## src/rtl/decodificador_barrido.sv

```systemverilog
// -----------------------------------------------------------------------------
// decodificador_barrido
//   Registered N-to-2**N one-hot decoder with a global enable and two modes:
//     DIRECT (modo=0): decodes dir on a dir_valida strobe, one cycle latency.
//     SCAN   (modo=1): walks channels 0..ULTIMO, PRESCALER cycles per channel.
//   Intended for display digit/row selects and shared-bus chip selects.
//
// Parameters
//   N          address width, y is 2**N bits wide
//   ULTIMO     highest channel scanned / accepted in direct mode (0..2**N-1)
//   PRESCALER  clock cycles per scan step (>=1)
//
// Ports
//   clk          in   rising-edge clock
//   rst_n        in   asynchronous active-low reset
//   en           in   global enable, low forces the select inactive
//   modo         in   0 = DIRECT, 1 = SCAN
//   dir          in   [N-1:0] address used in DIRECT mode
//   dir_valida   in   one-cycle strobe qualifying dir
//   y            out  [2**N-1:0] registered one-hot select
//   indice       out  [N-1:0] registered channel currently selected
//   fin_barrido  out  one-cycle pulse when the scan wraps ULTIMO -> 0
//   fuera_rango  out  one-cycle pulse on a strobe with dir > ULTIMO
//
// Build option
//   DEC_SALIDA_BAJA_EN  when defined, y is active-low (bitwise inverse of the
//                       one-hot; all ones when inactive). indice and the
//                       flags are unaffected.
// -----------------------------------------------------------------------------
module decodificador_barrido #(
  parameter int N         = 2,
  parameter int ULTIMO    = (2**N) - 1,
  parameter int PRESCALER = 4
) (
  input  logic               clk,
  input  logic               rst_n,
  input  logic               en,
  input  logic               modo,
  input  logic [N-1:0]       dir,
  input  logic               dir_valida,
  output logic [(2**N)-1:0]  y,
  output logic [N-1:0]       indice,
  output logic               fin_barrido,
  output logic               fuera_rango
);

  localparam int W  = 2**N;
  localparam int PW = (PRESCALER > 1) ? $clog2(PRESCALER) : 1;

  localparam logic [W-1:0]  ONEHOT_CERO = W'(0);
  localparam logic [W-1:0]  ONEHOT_UNO  = W'(1);
  localparam logic [N-1:0]  IDX_CERO    = N'(0);
  localparam logic [N-1:0]  IDX_UNO     = N'(1);
  localparam logic [N-1:0]  ULTIMO_IDX  = N'(ULTIMO);
  // One bit wider than dir so the range check stays meaningful when
  // ULTIMO is the full 2**N-1.
  localparam logic [N:0]    ULTIMO_EXT  = (N+1)'(ULTIMO);
  localparam logic [PW-1:0] PRESC_CERO  = PW'(0);
  localparam logic [PW-1:0] PRESC_UNO   = PW'(1);
  localparam logic [PW-1:0] PRESC_TC    = PW'(PRESCALER - 1);

  typedef enum logic [1:0] {
    APAGADO = 2'd0,
    DIRECTO = 2'd1,
    BARRIDO = 2'd2
  } estado_t;

  estado_t       estado_r;
  estado_t       estado_sig_s;
  logic [W-1:0]  y_r;
  logic [N-1:0]  indice_r;
  logic [PW-1:0] presc_r;
  logic          fin_barrido_r;
  logic          fuera_rango_r;
  logic [N-1:0]  indice_inc_s;

  // Maps the internal one-hot onto the port polarity; the register holds the
  // port value so y stays a pure flop output in both builds.
  function automatic logic [W-1:0] a_salida(input logic [W-1:0] onehot);
`ifdef DEC_SALIDA_BAJA_EN
    return ~onehot;
`else
    return onehot;
`endif
  endfunction

  // One-hot decode of a channel index.
  function automatic logic [W-1:0] decodifica(input logic [N-1:0] canal);
    return ONEHOT_UNO << canal;
  endfunction

  // Next state follows the mode inputs directly every edge; en low dominates.
  always_comb begin
    estado_sig_s = APAGADO;
    if (!en) begin
      estado_sig_s = APAGADO;
    end else if (modo) begin
      estado_sig_s = BARRIDO;
    end else begin
      estado_sig_s = DIRECTO;
    end
  end

  // Next scan channel when the prescaler reaches terminal count.
  always_comb begin
    indice_inc_s = indice_r + IDX_UNO;
  end

  // State, select, index, prescaler and pulse flags. Actions are chosen by
  // the state being entered, so en/modo/dir_valida sampled on this edge take
  // effect on this edge (one cycle latency).
  always_ff @(posedge clk or negedge rst_n) begin
    if (!rst_n) begin
      estado_r      <= APAGADO;
      y_r           <= a_salida(ONEHOT_CERO);
      indice_r      <= IDX_CERO;
      presc_r       <= PRESC_CERO;
      fin_barrido_r <= 1'b0;
      fuera_rango_r <= 1'b0;
    end else begin
      estado_r      <= estado_sig_s;
      fin_barrido_r <= 1'b0;
      fuera_rango_r <= 1'b0;
      case (estado_sig_s)
        APAGADO: begin
          // indice deliberately held so it still reports the last channel.
          y_r     <= a_salida(ONEHOT_CERO);
          presc_r <= PRESC_CERO;
        end
        DIRECTO: begin
          // y/indice hold without a strobe, including after leaving a scan.
          presc_r <= PRESC_CERO;
          if (dir_valida) begin
            if ({1'b0, dir} > ULTIMO_EXT) begin
              y_r           <= a_salida(ONEHOT_CERO);
              fuera_rango_r <= 1'b1;
            end else begin
              y_r      <= a_salida(decodifica(dir));
              indice_r <= dir;
            end
          end else begin
            y_r      <= y_r;
            indice_r <= indice_r;
          end
        end
        BARRIDO: begin
          if (estado_r != BARRIDO) begin
            // Entry edge: channel 0 shown now, then dwells PRESCALER cycles.
            y_r      <= a_salida(ONEHOT_UNO);
            indice_r <= IDX_CERO;
            presc_r  <= PRESC_CERO;
          end else if (presc_r == PRESC_TC) begin
            presc_r <= PRESC_CERO;
            if (indice_r == ULTIMO_IDX) begin
              y_r           <= a_salida(ONEHOT_UNO);
              indice_r      <= IDX_CERO;
              fin_barrido_r <= 1'b1;
            end else begin
              y_r      <= a_salida(decodifica(indice_inc_s));
              indice_r <= indice_inc_s;
            end
          end else begin
            presc_r <= presc_r + PRESC_UNO;
          end
        end
        default: begin
          y_r     <= a_salida(ONEHOT_CERO);
          presc_r <= PRESC_CERO;
        end
      endcase
    end
  end

  assign y           = y_r;
  assign indice      = indice_r;
  assign fin_barrido = fin_barrido_r;
  assign fuera_rango = fuera_rango_r;

endmodule

```

## config.mk

```make
export PLATFORM = sky130hd
export DESIGN_NAME = decodificador_barrido
export DESIGN_NICKNAME = d
export VERILOG_FILES = /design/src/rtl/decodificador_barrido.sv
export SDC_FILE = /design/constraint.sdc
export NUM_CORES = 1
export LEC_CHECK = 0
export BUFFER_PORTS_ARGS = -buffer_cell sky130_fd_sc_hd__buf_2
export CAP_MARGIN = 30
export CORE_AREA = 3 3 40 42
export CTS_CLUSTER_SIZE = 30
export DETAILED_ROUTE_END_ITERATION = 8
export DIE_AREA = 0 0 43 45
export MAX_ROUTING_LAYER = met4
export PLACE_DENSITY = 0.71
export SLEW_MARGIN = 30
export SYNTH_ARGS = -nofsm -noshare
export SYNTH_HDL_FRONTEND = slang
export SYNTH_SLANG_ARGS = --single-unit
```

## constraint.sdc

```tcl
create_clock -name clk -period 1.65 [get_ports clk]
set_input_delay 0.0825 -clock clk [delete_from_list [all_inputs] [get_ports clk]]
set_output_delay 0.0825 -clock clk [all_outputs]
set_load 0.01 [all_outputs]
```

==> impl_metrics.py <==
metrics = {
    "run_status": {
        "outcome": "finished clean",
    },
    "die": {
        "start_util_pct": 47.2,
        "dieArea_mm2": 0.00194,
        "coreArea_mm2": 0.00128,
        "ios": 15,
        "die_h_um": 45,
        "rows": 13,
        "die_x_um": 43,
    },
    "timing": {
        "timing.final.crit_share_pct": 89.5,
        "setup_ws_ps": 173,
        "period_needed_ps": 1480,
        "max_freq_mhz": 677,
        "fin_tns_setup_ps": 0,
        "holdWs_ps": 44.0,
        "rsz0062_at_grt": "false",
        "hold_viol": 0,
        "finClkSkew_ps": 2.76,
        "final-max-slew-violation-count": 0,
        "setup_viol": 0,
    },
    "critical_path": {
        "worstReg2RegEnd": "y[3]",
        "endpoint": "y[3]",
        "timing.rr.start": "presc_r[0]",
        "critPathLaunchType": "flop",
        "cp-startpoint": "presc_r[0]",
        "path_max_fanout": 4,
        "required_ps": 1810,
        "crit_arrival_ps": 1630,
        "criticalPathCategory": "flop to flop",
        "reg2reg_depth": 4,
        "worstSetupEndpointType": "flop",
        "rrSetupSlack_ps": 170,
    },
    "clock_tree": {
        "clk_latency_ps": 280,
        "post_cts_buffers": 0,
        "clkSinkCount": 11,
        "h-tree-depth": 1,
        "cts_buffers": 3,
        "clockBufferDepth": 2,
        "cts_tree": "built",
        "clk_pin_slew_ps": 70,
        "cts_root_buf": "clkbuf_4",
    },
    "flow_run": {
        "cap_violations": 0,
    },
    "drt": {
        "routed_via_density": 5.31,
        "via_count": 430,
        "dr.pass1.iters": 4,
        "antenna_left": 0,
        "wire_per_inst_um": 14.6,
        "totalWireLength_um": 1180,
        "drt-initial-drc-count": 4,
        "drc_errors": 0,
    },
    "place": {
        "preCtsSetupSlack_ps": 173,
        "place_inst": 76,
        "io_buffers": 13,
        "dpl.hpwl_um": 877,
        "finalWeightedCongestion": 0.699,
    },
    "yosys": {
        "yosysSeqAreaShare_pct": 45.4,
        "synth_seq_cells": 11,
        "ys_warn_count": 0,
        "yosysMostFrequentCell": "dfrtp_1",
        "synthesis.area_um2": 607,
        "synth_flop_cell": "dfrtp_1",
        "synth_top_cells_by_count": "dfrtp_1 (11), ha_1 (6), inv_1 (4)",
        "async_reset_ff_share_pct": 100,
        "syn_avg_cell_area_um2": 12.1,
        "ys_types": 23,
        "synth_area_leaders": "dfrtp_1 (45%), ha_1 (12%), mux2_1 (5.6%), o2bb2ai_1 (4.3%), nor3b_1 (3.7%)",
        "yosys.area.top_type": "dfrtp_1",
        "netlist_instances": 50,
        "synth_top_area_share_pct": 45.4,
        "synth_edf_count": 0,
        "syn_nets": 63,
    },
    "cells_and_area": {
        "final_nets": 80,
        "area_growth_pct": 16.7,
        "antenna-diode-count": 0,
        "layout-drive-gt1-share_pct": 28.8,
        "stdcell_count": 81,
    },
    "pwr": {
        "p_leak_nw": 0.387,
        "power_density_mw_per_mm2": 855,
        "finalPower_w": 0.000605,
        "peakVddDrop_uv": 455,
    },
    "global_routing": {
        "use_met2_pct": 24.3,
        "antenna_found_initial": 0,
        "gr-total-overflow": 0,
        "grtUsageMet3_pct": 4.78,
        "track_usage_pct": 15.0,
        "grt_busiest_layer": "met2",
        "grt_pass1_vias": 441,
        "grt_max_degree": 12,
        "met1_usage_pct": 16.9,
        "grt_pass1_wl_um": 1990,
    },
    "worst_hold_path": {
        "hold_start": "modo",
        "worstHoldPathType": "primary input to flop",
    },
}
[placed cells by master, fill, tap and decap left out, types with 2 or more instances in the layout]
| cell type | instances |
|---|---|
| nor3b_1 | 3 |
| ha_1 | 6 |
| a22oi_1 | 2 |
| clkbuf_4 | 3 |
| o2bb2ai_1 | 3 |
| mux2_1 | 3 |
| inv_1 | 4 |
| dfrtp_1 | 11 |
| nor2_1 | 2 |
| buf_2 | 13 |
| mux2i_1 | 2 |
[report_power, final]
group / internal (W) / switching (W) / total [W]
clock: 0.0000939 / 0.0000986 / 0.000192
sequential: 0.000287 / 0.0000178 / 0.000305
combinational: 0.0000479 / 0.0000602 / 0.000108
[how the worst min path moves through the flow]
stage | end | cells past startpoint | slack (ps)
final | estado_r[0] | 2 | 40
after detailed placement | y[1] | 1 | -30
after global routing | estado_r[0] | 2 | 50
after CTS | estado_r[0] | 2 | 40
after global placement | y[1] | 1 | -40
after floorplan | estado_r[0] | 0 | -210
[stage by stage]
stage	instance area (µm²)	util (%)
finish	708	55.1
global route	708	55.1
CTS	708	55.1
detailed placement	672	52.3
global placement	672	52.3
floorplan	607	-
[logic make-up (layout without fill, tap and decap cells)]
group / Yosys count / after routing / synth area share, %
AND/OR/NAND/NOR: 13 / 13 / 15.7
AO/OA/AOI/OAI: 7 / 7 / 9.69
buffers and inverters: 6 / 22 / 5.57
multiplexers: 6 / 6 / 10.7
other: 1 / 1 / 0.618
flip-flops: 11 / 11 / 45.4
adder cells (fa/ha/maj): 6 / 6 / 12.4
[critical path: stages, from the launching register on]
cell      delay (ps)
dfrtp_1          380
ha_1             220
and4bb_1         310
o21ai_2          110
mux2_1           330
[sequential cells by signal, summed over array words and instances, names as in the netlist]
register     count
fin_barrido      1
indice           2
estado_r         2
presc_r          2
y                4
[cell type report]
cell class / count / area (µm²)
clock buffers: 4 / 26.3
fillers: 115 / 577
inverters: 4 / 15.0
multi-input cells: 33 / 298
flip-flops and latches: 11 / 275
well taps: 15 / 18.8
repair buffers: 14 / 75.1
[what timing repair did]
| action | in CTS | in global routing |
|---|---|---|
| endpoints found under the hold margin | 11 | 0 |
| hold buffers | 1 | 0 |
| resized for setup | 0 | 0 |
[metal layers]
| layer | wire length (µm) | share of wire [%] |
|---|---|---|
| met4 | 17 | 1.4 |
| met1 | 503 | 42 |
| met3 | 68 | 5.7 |
| met2 | 594 | 50 |
| met5 | 0 | 0 |
(Power assumes the default switching activity.)
